$ cat config.mk
export PLATFORM = sky130hd
export DESIGN_NAME = tt_user_project_wrapper_flat
export DESIGN_NICKNAME = d
export VERILOG_FILES = /design/src/rtl/tt_user_project_wrapper_if.sv /design/src/rtl/tt_user_project_wrapper.sv /design/src/flat_wrapper.sv
export SDC_FILE = /design/constraint.sdc
export NUM_CORES = 1
export LEC_CHECK = 0
export BUFFER_PORTS_ARGS = -buffer_cell sky130_fd_sc_hd__buf_2
export CAP_MARGIN = 40
export CORE_UTILIZATION = 45
export DETAILED_ROUTE_END_ITERATION = 16
export GPL_ROUTABILITY_DRIVEN = 0
export GPL_TIMING_DRIVEN = 0
export PLACE_DENSITY = 0.88
export SLEW_MARGIN = 20
export SYNTH_ARGS = -nofsm -noshare
export SYNTH_HDL_FRONTEND = slang
export SYNTH_SLANG_ARGS = --single-unit
$ cat constraint.sdc
create_clock -name clk -period 2.8 [get_ports clk]
set_input_delay 0.14 -clock clk [delete_from_list [all_inputs] [get_ports clk]]
set_output_delay 0.14 -clock clk [all_outputs]
set_load 0.01 [all_outputs]
$ cat src/rtl/tt_user_project_wrapper_if.sv
`default_nettype none
// +--------------------------------------------------------------------------+
// | Module   : tt_user_project_wrapper_if                                     |
// | Brief    : User pad bundle (pad inputs, pad outputs, output-enable bars). |
// | Revision : 1.0                                                           |
// +--------------------------------------------------------------------------+
interface tt_user_project_wrapper_if #(
    parameter int MPRJ_IO_PADS = 38
);
    logic [MPRJ_IO_PADS-1:0] io_in;
    logic [MPRJ_IO_PADS-1:0] io_out;
    logic [MPRJ_IO_PADS-1:0] io_oeb;

    // The pad ring is the master: it drives io_in and observes io_out/io_oeb.
    modport master (output io_in, input io_out, input io_oeb);
    modport slave  (input io_in, output io_out, output io_oeb);
endinterface
`default_nettype wire

$ cat src/rtl/tt_user_project_wrapper.sv
`default_nettype none
// +--------------------------------------------------------------------------+
// | Module   : tt_user_project_wrapper                                        |
// | Brief    : User-area mux of 4 demo projects routed to fixed pad slices.   |
// |            USE_POWER_PINS_EN adds vccd1/vssd1 hookup ports.               |
// | Revision : 1.0                                                           |
// +--------------------------------------------------------------------------+
module tt_user_project_wrapper #(
    parameter int MPRJ_IO_PADS = 38,
    parameter int ADDR_W       = 4
) (
`ifdef USE_POWER_PINS_EN
    inout  wire                   vccd1,
    inout  wire                   vssd1,
`endif
    input  wire logic             clk,
    input  wire logic             reset,
    tt_user_project_wrapper_if.slave pads
);
    // Synchronized control vector bit positions
    localparam int c_uclk   = 0;
    localparam int c_urst_n = 1;
    localparam int c_ena    = 2;
    localparam int c_inc    = 3;
    localparam int c_srst_n = 4;

    logic [4:0]              sync1_q, sync1_d;
    logic [4:0]              sync2_q, sync2_d;
    logic [4:0]              prev_q,  prev_d;
    logic [ADDR_W-1:0]       sel_q,   sel_d;
    logic [7:0]              cnt_q,   cnt_d;
    logic [MPRJ_IO_PADS-1:0] io_out_q, io_out_d;
    logic [MPRJ_IO_PADS-1:0] io_oeb_q, io_oeb_d;

    logic [4:0] w_rise;
    logic       w_active;
    logic [7:0] w_ui_in, w_uio_in, w_uo, w_uio_out, w_uio_oe;

    assign w_ui_in  = pads.io_in[15:8];
    assign w_uio_in = pads.io_in[31:24];

    always_comb begin
        sync1_d = {pads.io_in[36], pads.io_in[34], pads.io_in[32], pads.io_in[7], pads.io_in[6]};
        sync2_d = sync1_q;
        prev_d  = sync2_q;
        w_rise  = sync2_q & ~prev_q;

        sel_d = sel_q;
        if (!sync2_q[c_srst_n]) begin
            sel_d = '0;
        end else if (w_rise[c_inc]) begin
            sel_d = sel_q + 1'b1;
        end

        cnt_d = cnt_q;
        if (!sync2_q[c_urst_n] || (sel_q != ADDR_W'(1))) begin
            cnt_d = 8'h00;
        end else if (w_rise[c_uclk]) begin
            cnt_d = cnt_q + 8'h01;
        end

        w_active  = sync2_q[c_ena] && (int'(sel_q) < 4);
        w_uo      = 8'h00;
        w_uio_out = 8'h00;
        w_uio_oe  = 8'h00;
        if (w_active) begin
            case (sel_q[1:0])
                2'd0: w_uo = w_ui_in;
                2'd1: begin
                    w_uo      = cnt_q;
                    w_uio_out = ~cnt_q;
                    w_uio_oe  = 8'hFF;
                end
                2'd2: w_uo = w_ui_in + w_uio_in;
                default: begin
                    w_uo      = ~w_ui_in;
                    w_uio_out = w_ui_in;
                    w_uio_oe  = 8'hFF;
                end
            endcase
        end

        io_out_d        = '0;
        io_out_d[23:16] = w_uo;
        io_out_d[31:24] = w_uio_out & w_uio_oe;
        io_oeb_d        = '1;
        io_oeb_d[23:16] = 8'h00;
        io_oeb_d[31:24] = ~w_uio_oe;
    end

    always_ff @(posedge clk) begin
        if (reset) begin
            sync1_q  <= '0;
            sync2_q  <= '0;
            prev_q   <= '0;
            sel_q    <= '0;
            cnt_q    <= '0;
            io_out_q <= '0;
            io_oeb_q <= '1;
        end else begin
            sync1_q  <= sync1_d;
            sync2_q  <= sync2_d;
            prev_q   <= prev_d;
            sel_q    <= sel_d;
            cnt_q    <= cnt_d;
            io_out_q <= io_out_d;
            io_oeb_q <= io_oeb_d;
        end
    end

    assign pads.io_out = io_out_q;
    assign pads.io_oeb = io_oeb_q;

    // Pads with no function in this wrapper
    logic unused_pads;
`ifdef USE_POWER_PINS_EN
    assign unused_pads = ^{pads.io_in[5:0], pads.io_in[33], pads.io_in[35],
                           pads.io_in[MPRJ_IO_PADS-1:37], vccd1, vssd1};
`else
    assign unused_pads = ^{pads.io_in[5:0], pads.io_in[33], pads.io_in[35],
                           pads.io_in[MPRJ_IO_PADS-1:37]};
`endif
endmodule
`default_nettype wire

$ cat src/flat_wrapper.sv
// flat-port wrapper written by rule: the top's interface ports become plain ports
module tt_user_project_wrapper_flat 
#(
    parameter int MPRJ_IO_PADS = 38,
    parameter int ADDR_W       = 4
)
  (clk, reset, pads_io_in, pads_io_out, pads_io_oeb);
  tt_user_project_wrapper_if #(.MPRJ_IO_PADS(MPRJ_IO_PADS)) pads_i ();
  input  wire logic clk;
  input  wire logic reset;
  input wire logic [$bits(pads_i.io_in)-1:0] pads_io_in;
  output wire logic [$bits(pads_i.io_out)-1:0] pads_io_out;
  output wire logic [$bits(pads_i.io_oeb)-1:0] pads_io_oeb;
  assign pads_i.io_in = pads_io_in;
  assign pads_io_out = pads_i.io_out;
  assign pads_io_oeb = pads_i.io_oeb;
  tt_user_project_wrapper #(.MPRJ_IO_PADS(MPRJ_IO_PADS), .ADDR_W(ADDR_W)) u_core (.clk(clk), .reset(reset), .pads(pads_i));
endmodule
After elaboration in Yosys (flattened, before gate mapping)

Cells that the tools add are included.
Widths: inputs -> output; s select.

Bits in registers: 102
Input port bits: 40
Output and inout port bits: 76
Word-level logic and storage cells: 39

Add/subtract/negate cells: 3
$lt $le $gt $ge: 1
Equality and inequality tests: 3
Multiplexer cells: 6
Bitwise operators: 8
Reduce and logical (&&, ||, !) cells: 8

Operator list:

| cell                | count |
|---|---|
| $mux 24             | 1 |
| $mux 8              | 3 |
| $not 8->8           | 3 |
| $pmux 8 s3          | 1 |
| $pmux 8 s2          | 1 |
| $add 8x1->8 const B | 1 |
| $add 8x8->8         | 1 |
| $and 8x8->8         | 1 |
| $reduce_or 2->1     | 4 |
| $add 4x1->4 const B | 1 |
| $and 4x4->4         | 1 |
| $lt 4x3->1 const B  | 1 |
| $ne 4x1->1 const B  | 1 |
| $not 4->4           | 1 |
| $eq 2x1->1 const B  | 1 |
| $eq 2x2->1 const B  | 1 |
| $logic_not 2->1     | 1 |
| $not 1->1           | 2 |
| $logic_and 1x1->1   | 1 |
| $logic_not 1->1     | 1 |
| $logic_or 1x1->1    | 1 |

Longest topological paths before layout

Gate-level depths: netlist (run 1).

Depth after elaboration: 5
Gate-level depth with buffers: 8
Gate-level depth less buffers: 7

Worst setup path after synthesis (run 1)

Ideal clock, no wire load.

Path kind: input to register
Start point: in pads_io_in[8]
End point: reg u_core.io_out_q[22] (netlist: u_core.pads.io_out[22])
Library setup time: 0.124 ns
Data arrival time: 1.409 ns
Data required time: 2.676 ns
Setup slack: 1.266 ns
Stages on the path: 7
Buffers on the path: 0
Path through: ha_1 > fa_1 > a21oi_1 > o21ai_0 > a21oi_1 > xor2_1 > o22ai_1

Cells in the longest elaborated chain, start to end: 2

Ends and longest elaborated chain:

| element              | line                           | RTL |
|---|---|---|
| start, declared      | flat_wrapper.sv:11             | `input wire logic [$bits(pads_i.io_in)-1:0] pads_io_in;` |
| $add 8x8->8          | tt_user_project_wrapper.sv:74  | `2'd2: w_uo = w_ui_in + w_uio_in;` |
| $pmux 8 s3           | tt_user_project_wrapper.sv:67  | `case (sel_q[1:0])` |
| end signal, assigned | tt_user_project_wrapper.sv:106 | `io_out_q <= io_out_d;` |
| end, declared        | tt_user_project_wrapper.sv:32  | `logic [MPRJ_IO_PADS-1:0] io_out_q, io_out_d;` |

Every way passes these cells.
A chain may end at the register's enable or synchronous reset.

Final worst setup path (run 1)

Start point: reg u_core.sel_q[0]
End point: reg u_core.io_out_q[22] (netlist: u_core.pads.io_out[22])

Cells in the longest elaborated chain, start to end: 4
Elaborated cells between the ends (all ways): 8
Classes of those cells: order compare: 1; eq/ne: 2; mux: 1; bitwise: 1; reduce/logical: 3

Ends and longest elaborated chain:

| element                          | line                           | RTL |
|---|---|---|
| start, declared                  | tt_user_project_wrapper.sv:30  | `logic [ADDR_W-1:0] sel_q, sel_d;` |
| start signal, assigned           | tt_user_project_wrapper.sv:104 | `sel_q <= sel_d;` |
| $lt 4x3->1                       | tt_user_project_wrapper.sv:62  | `w_active = sync2_q[c_ena] && (int'(sel_q) < 4);` |
| $logic_and 1x1->1                | tt_user_project_wrapper.sv:62  |  |
| $not 1->1 (no source line)       | -                              |  |
| $reduce_or 2->1 (no source line) | -                              |  |

Parallel ways exist; a longest one is shown, timed or not.

==> summary.txt, run 1 <==
Critical path
  – Startpoint type of the worst setup path: flop
  – Crit Path Max Fanout: 10
  – Worst endpoint required time: 2.97 ns
  – Worst path arrival time: between 1.5 and 2 ns
  – Worst R2R Path Depth: 6
  – CP Capture Type: flop
  – Crit Path Category: reg -> reg

Timing
  – Tcrit/Tclk final: between 60 and 70%
  – Worst slew pin tran: just over 0.5 ns
  – Clk_skew: around 0.007 ns
  – Setup TNS: 0 ns
  – Fin. Hold Viols: 0
  – Slew headroom: between 60% and 70%
  – Tmin final: between 1.5 and 2 ns
  – RSZ-0062 raised after global routing: false
  – Final worst slack: approximately 1 ns
  – Max Fclk: between 500 and 600 MHz
  – Hold WS: 0.0523 ns
  – # setup viols final: 0
  – Final max-slew violation count: 0

Clock network
  – Clock sinks: 42
  – H-tree Lvls: 2
  – Worst-Skew Late Latency: 0.29 ns
  – Post-CTS sizing: 0
  – Post-CTS setup buffer count: 0
  – CTS tree: yes
  – CTS buffer count: 5
  – Root buf cell: clkbuf_8
  – Clk buf depth: 2
  – Clock transition at the registers of the reported paths: around 0.070 ns
  – Post-cts hold buffer count: 0

Synthesis
  – Synth warnings: 0
  – EDFF count, synth: 0
  – Largest area contributor in the netlist: dfxtp_1
  – Synth top area share: between 30% and 40%
  – Top FF cell, synth: dfxtp_1
  – Avg Cell Area, Syn: approximately 9 um^2
  – Most frequent cell after synthesis: buf_4
  – Synth cell count leaders: buf_4 (58), dfxtp_1 (42), nor2_1 (27)
  – Post-synthesis cell type count: 37
  – Mapped cell area: 0.00230 mm^2
  – Gate Count Post-Synth: between 200 and 300
  – Synth Register Bits: between 40 and 50
  – Top cells by area, synth: dfxtp_1 (37%), buf_4 (19%), ha_1 (6.5%)
  – Ys async rst share: 0%
  – Register area share after synthesis: between 30% and 40%

Job
  – MaxCap Viol Count: 0

Detailed routing
  – Vias/cell: approximately 4.5
  – TritonRoute pass-1 iters: 4
  – DRC viols: 0
  – Initial DRC count: slightly above 100
  – Drt total wl: between 4 and 5 mm
  – Routed len/inst: roughly 10 um
  – Final ANT Viol Nets: 0
  – Vias post-DR: about 1.9k

Placement
  – DPL Wire Length: around 3.4 mm
  – Pre-CTS setup slack: between 0.8 and 0.9 ns
  – Placed cells: around 420
  – Port bufs: 54

Final layout
  – Synth-to-layout area growth: 27.1%
  – Final core utilization: between 60% and 70%
  – Area of the multi-input gates: 0.00112 mm^2
  – Layout cell share with drive strength beyond 1: ~34%
  – Storage cell area: about 840 um^2
  – Fin cells: ~430
  – Final Net Count: slightly above 400
  – Fillers: ~460
  – N_diodes: 0

Floorplan
  – Num rows: 25
  – CORE AREA: a little under 0.005 mm^2
  – Ports: 116
  – Chip width: approximately 73 um
  – Die footprint: approximately 0.0054 mm^2
  – Die H: 73.5 um
  – Initial Util: 47.7%

Pwr
  – Power per cell area: around 430 mW/mm^2
  – Static Leak: ~1.4 nW
  – Maximum VDD drop: ~0.31 mV

Global route
  – All-Layer GR Usage: about 16%
  – Initial antenna violation count: 0
  – First-pass GRT wire length: ~6.6 mm
  – Vias in the first global route: between 1.5k and 2k
  – Aggregate global routing overflow: 0
  – Pin count of the biggest net entering global routing: 13

Hold path
  – Hold Path Stages: 2
  – Hold Path Class: in -> reg

Outcome
  – Status: complete, no violations
final cells by class:
| type | instances | share of cell area (%) |
|---|---|---|
| Buffer | 68 | 16.5 |
| Tap cell | 67 | 2.87 |
| Clock buffer | 8 | 3.77 |
| Inverter | 3 | 0.386 |
| Timing Repair Buffer | 54 | 9.26 |
| Multi-Input combinational cell | 185 | 38.4 |
| Sequential cell | 42 | 28.8 |
per-stage QoR:
| stage | total power (W) | area, um^2 |
|---|---|---|
| finish | 0.00125 | 2920 |
| global route | 0.00130 | 2920 |
| CTS | 0.00125 | 2920 |
| detailed placement | 0.000821 | 2810 |
| global placement | 0.000816 | 2810 |
| floorplan | 0.000775 | 2450 |
cells by family after synthesis:
kind of cell | after synthesis | share of synthesized area [%]
AOI/OAI and AO/OA | 45 | 13.5
xor gates and xnor gates | 14 | 5.34
adders and majority gates | 13 | 7.41
buffers and inverters | 71 | 21.4
DFF | 42 | 36.6
muxes | 1 | 0.436
other | 2 | 0.327
and+or+nand+nor | 68 | 15.0
flip-flops by register name (all words and copies together) (netlist names):
signal	count
u_core.sync1_q	5
u_core.prev_d	5
u_core.prev_q	2
u_core.sel_q	4
u_core.cnt_q	8
u_core.pads.io_oeb	2
u_core.pads.io_out	16
placed cells by master (no fill, tap or decap), types with 8 or more instances in the layout:
| cell | n |
|---|---|
| clkbuf_1 | 9 |
| a221oi_1 | 9 |
| conb_1 | 44 |
| clkbuf_8 | 8 |
| nor2b_1 | 13 |
| dfxtp_1 | 42 |
| a21oi_1 | 15 |
| buf_2 | 54 |
| xor2_1 | 10 |
| nor2_1 | 27 |
| buf_4 | 58 |
| ha_1 | 12 |
| nand2_1 | 10 |
critical path, stage by stage, from the launching register on:
cell and delay (ns):
dfxtp_1 0.42, ha_1 0.17, clkbuf_1 0.24, clkbuf_1 0.45, nand2_1 0.18, nand3_1 0.12, o22ai_1 0.09
worst paths after layout:
check	end	startpoint	slack, ns
min	u_core.sync1_q[0]	pads_io_in[6]	0.05
max reg2reg	u_core.pads.io_out[22]	u_core.sel_q[0]	1.01
min reg2reg	u_core.prev_d[1]	u_core.sync1_q[1]	0.44
max	u_core.pads.io_out[22]	u_core.sel_q[0]	1.01
per-layer routing:
layer  vias to the layer above  track usage [%]  part of all wire [%]
met3                        12             3.70                   7.3
met2                       101             29.5                    51
met4                         0             6.84                   1.7
li1                        969                -                     -
met5                         -                0                     0
met1                       826             17.6                    40
where the power goes:
group          switching (W)  leakage [nW]  internal, W
clock network       0.000190        0.0575     0.000249
registers         0.00000434         0.341     0.000607
logic              0.0000991         0.996     0.000100
total               0.000294          1.39     0.000956
No activity file was read; power rests on OpenSTA's default activity.
==> inputs of run 2 (changes only) <==
clock period = 1.7 ns   (was 2.8 ns; I/O delays follow)
==> summary.txt, run 2 (same netlist as run 1, synthesis figures left out) <==
Timing
  – # setup viols final: 0
  – Clk_skew: just under 0.008 ns
  – Fin. Hold Viols: 0
  – RSZ-0062 raised after global routing: false
  – Final max-slew violation count: 0
  – Final worst slack: 0.127 ns
  – Tcrit/Tclk final: between 90 and 100%
  – Max Fclk: approximately 640 MHz
  – Tmin final: between 1.5 and 2 ns

Final layout
  – Synth-to-layout area growth: 28.4%
  – Final Net Count: slightly above 400
  – Fin cells: roughly 430
  – Layout cell share with drive strength beyond 1: 34.9%
  – Most frequent cells in the layout: buf_4 (58), buf_2 (54), conb_1 (44), dfxtp_1 (41), nor2_1 (27)
  – Commonest non-fill, non-tap cell in the layout: buf_4
  – N_diodes: 0
  – Max reg flops: 16

Floorplan
  – Die footprint: between 0.005 and 0.006 mm^2
  – Chip width: around 73 um
  – Die H: around 73 um
  – CORE AREA: 0.00482 mm^2
  – Ports: between 100 and 150
  – Initial Util: between 40% and 50%
  – Num rows: 25

Critical path
  – Worst path arrival time: 1.81 ns
  – CP delay by family, top: simple AND/OR/NAND/NOR gates
  – CP Capture Type: flop
  – Worst R2R Path Depth: 6
  – Bufs and invs on worst path: 3
  – CP max stage delay: ~0.40 ns
  – Crit Path Max Fanout: 9
  – Startpoint type of the worst setup path: flop
  – Highest-delay cell along the critical path: or3_1
  – Critical-path cell list: inv_1 > ha_1 > clkbuf_1 > or3_1 > buf_6 > nor2_1
  – WP depth: 6
  – Worst endpoint required time: 1.93 ns
  – Crit Path Category: reg -> reg

Global route
  – Vias in the first global route: 1605
  – First-pass GRT wire length: ~6.7 mm
  – Initial antenna violation count: 0
  – Aggregate global routing overflow: 0
  – Pin count of the biggest net entering global routing: 13
  – All-Layer GR Usage: 16.3%

Job
  – MaxCap Viol Count: 0

Clock network
  – H-tree Lvls: 2
  – CTS buffer count: 5
  – CTS tree: yes
  – Clk buf depth: 2
  – Root buf cell: clkbuf_8
  – Worst-Skew Late Latency: ~0.29 ns
  – Clock transition at the registers of the reported paths: about 0.080 ns
  – Clock sinks: 42

Detailed routing
  – Routed len/inst: between 10 and 15 um
  – DRC viols: 0
  – TritonRoute pass-1 iters: 4
  – Final ANT Viol Nets: 0
  – Initial DRC count: between 100 and 150
  – Vias post-DR: around 1.9k
  – Vias/cell: roughly 4.5
  – Drt total wl: about 4.5 mm

Placement
  – Placed cells: 419
  – Port bufs: 54
  – DPL Wire Length: 3.39 mm
  – Pre-CTS setup slack: -0.148 ns

Pwr
  – Comb pwr share: between 15 and 20%
  – Clk pwr share: a little over a third
  – Cell Int Power: ~0.0016 W
  – Static Leak: roughly 1.4 nW
  – Power per cell area: roughly 700 mW/mm^2
  – Maximum VDD drop: 0.521 mV
  – Seq pwr share: between 40% and 50%
  – NetSw: about 0.00049 W
  – Switching Fraction: between 20% and 30%

Hold path
  – Hold Path Stages: 2
  – Hold Path Class: in -> reg

Outcome
  – Status: complete, no violations
## run 2: changes by cell type in the layout (fill, tap and decap cells not counted), sizes merged
cell and delta:
dlygate4sd3 +4, clkbuf -3
## run 2: path summary, 6_finish.rpt
check	to	slack [ns]	startpoint
worst max-delay path	u_core.pads.io_out[25]	0.13	u_core.sel_q[1]
worst min-delay path	u_core.sync1_q[2]	0.01	pads_io_in[32]
worst max register to register	u_core.pads.io_out[25]	0.13	u_core.sel_q[1]
worst min register to register	u_core.prev_d[1]	0.44	u_core.sync1_q[1]
## run 2: layer usage
metal,track usage (%),vias to the layer above,part of all wire (%)
li1,-,975,-
met1,18.1,818,40
met2,29.7,104,49
met3,3.70,10,8.6
met4,6.84,0,1.8
met5,0,-,0
## run 2: cell type report
class / instances / area (um^2)
buffer: 65 / 470
clock buffer: 8 / 110
fill: 452 / 1870
inverter: 3 / 11.3
multi-input combinational: 185 / 1120
sequential: 42 / 842
tap: 67 / 83.8
timing repair buffer: 58 / 310
## run 2: stage by stage
| stage | hold WS (ns) | TNS, ns | instance area, um^2 | utilization [%] | power (W) |
|---|---|---|---|---|---|
| after floorplan | 0.113 | 0 | 2450 | - | 0.00128 |
| after global routing | 0.0304 | 0 | 2950 | 61.2 | 0.00215 |
| final | 0.0126 | 0 | 2950 | 61.2 | 0.00207 |
| after global placement | 0.294 | -0.211 | 2810 | 58.3 | 0.00134 |
| after detailed placement | 0.302 | -0.263 | 2810 | 58.3 | 0.00135 |
| after CTS | 0.0231 | 0 | 2960 | 61.4 | 0.00207 |
## run 2: repair_timing
item	4_1_cts	5_1_grt
setup endpoints to repair	5	15
endpoints found under the hold margin	4	0
gates resized for setup	1	1
setup buffers	0	0
hold buffers	4	0
## run 2: power groups by stage
stage / combinational, W / sequential (W) / clock (W)
floorplan: 0.000246 / 0.00103 / 0
global placement: 0.000315 / 0.00103 / 0
detailed placement: 0.000321 / 0.00103 / 0
CTS: 0.000329 / 0.00101 / 0.000735
global route: 0.000365 / 0.00101 / 0.000775
finish: 0.000335 / 0.00101 / 0.000727
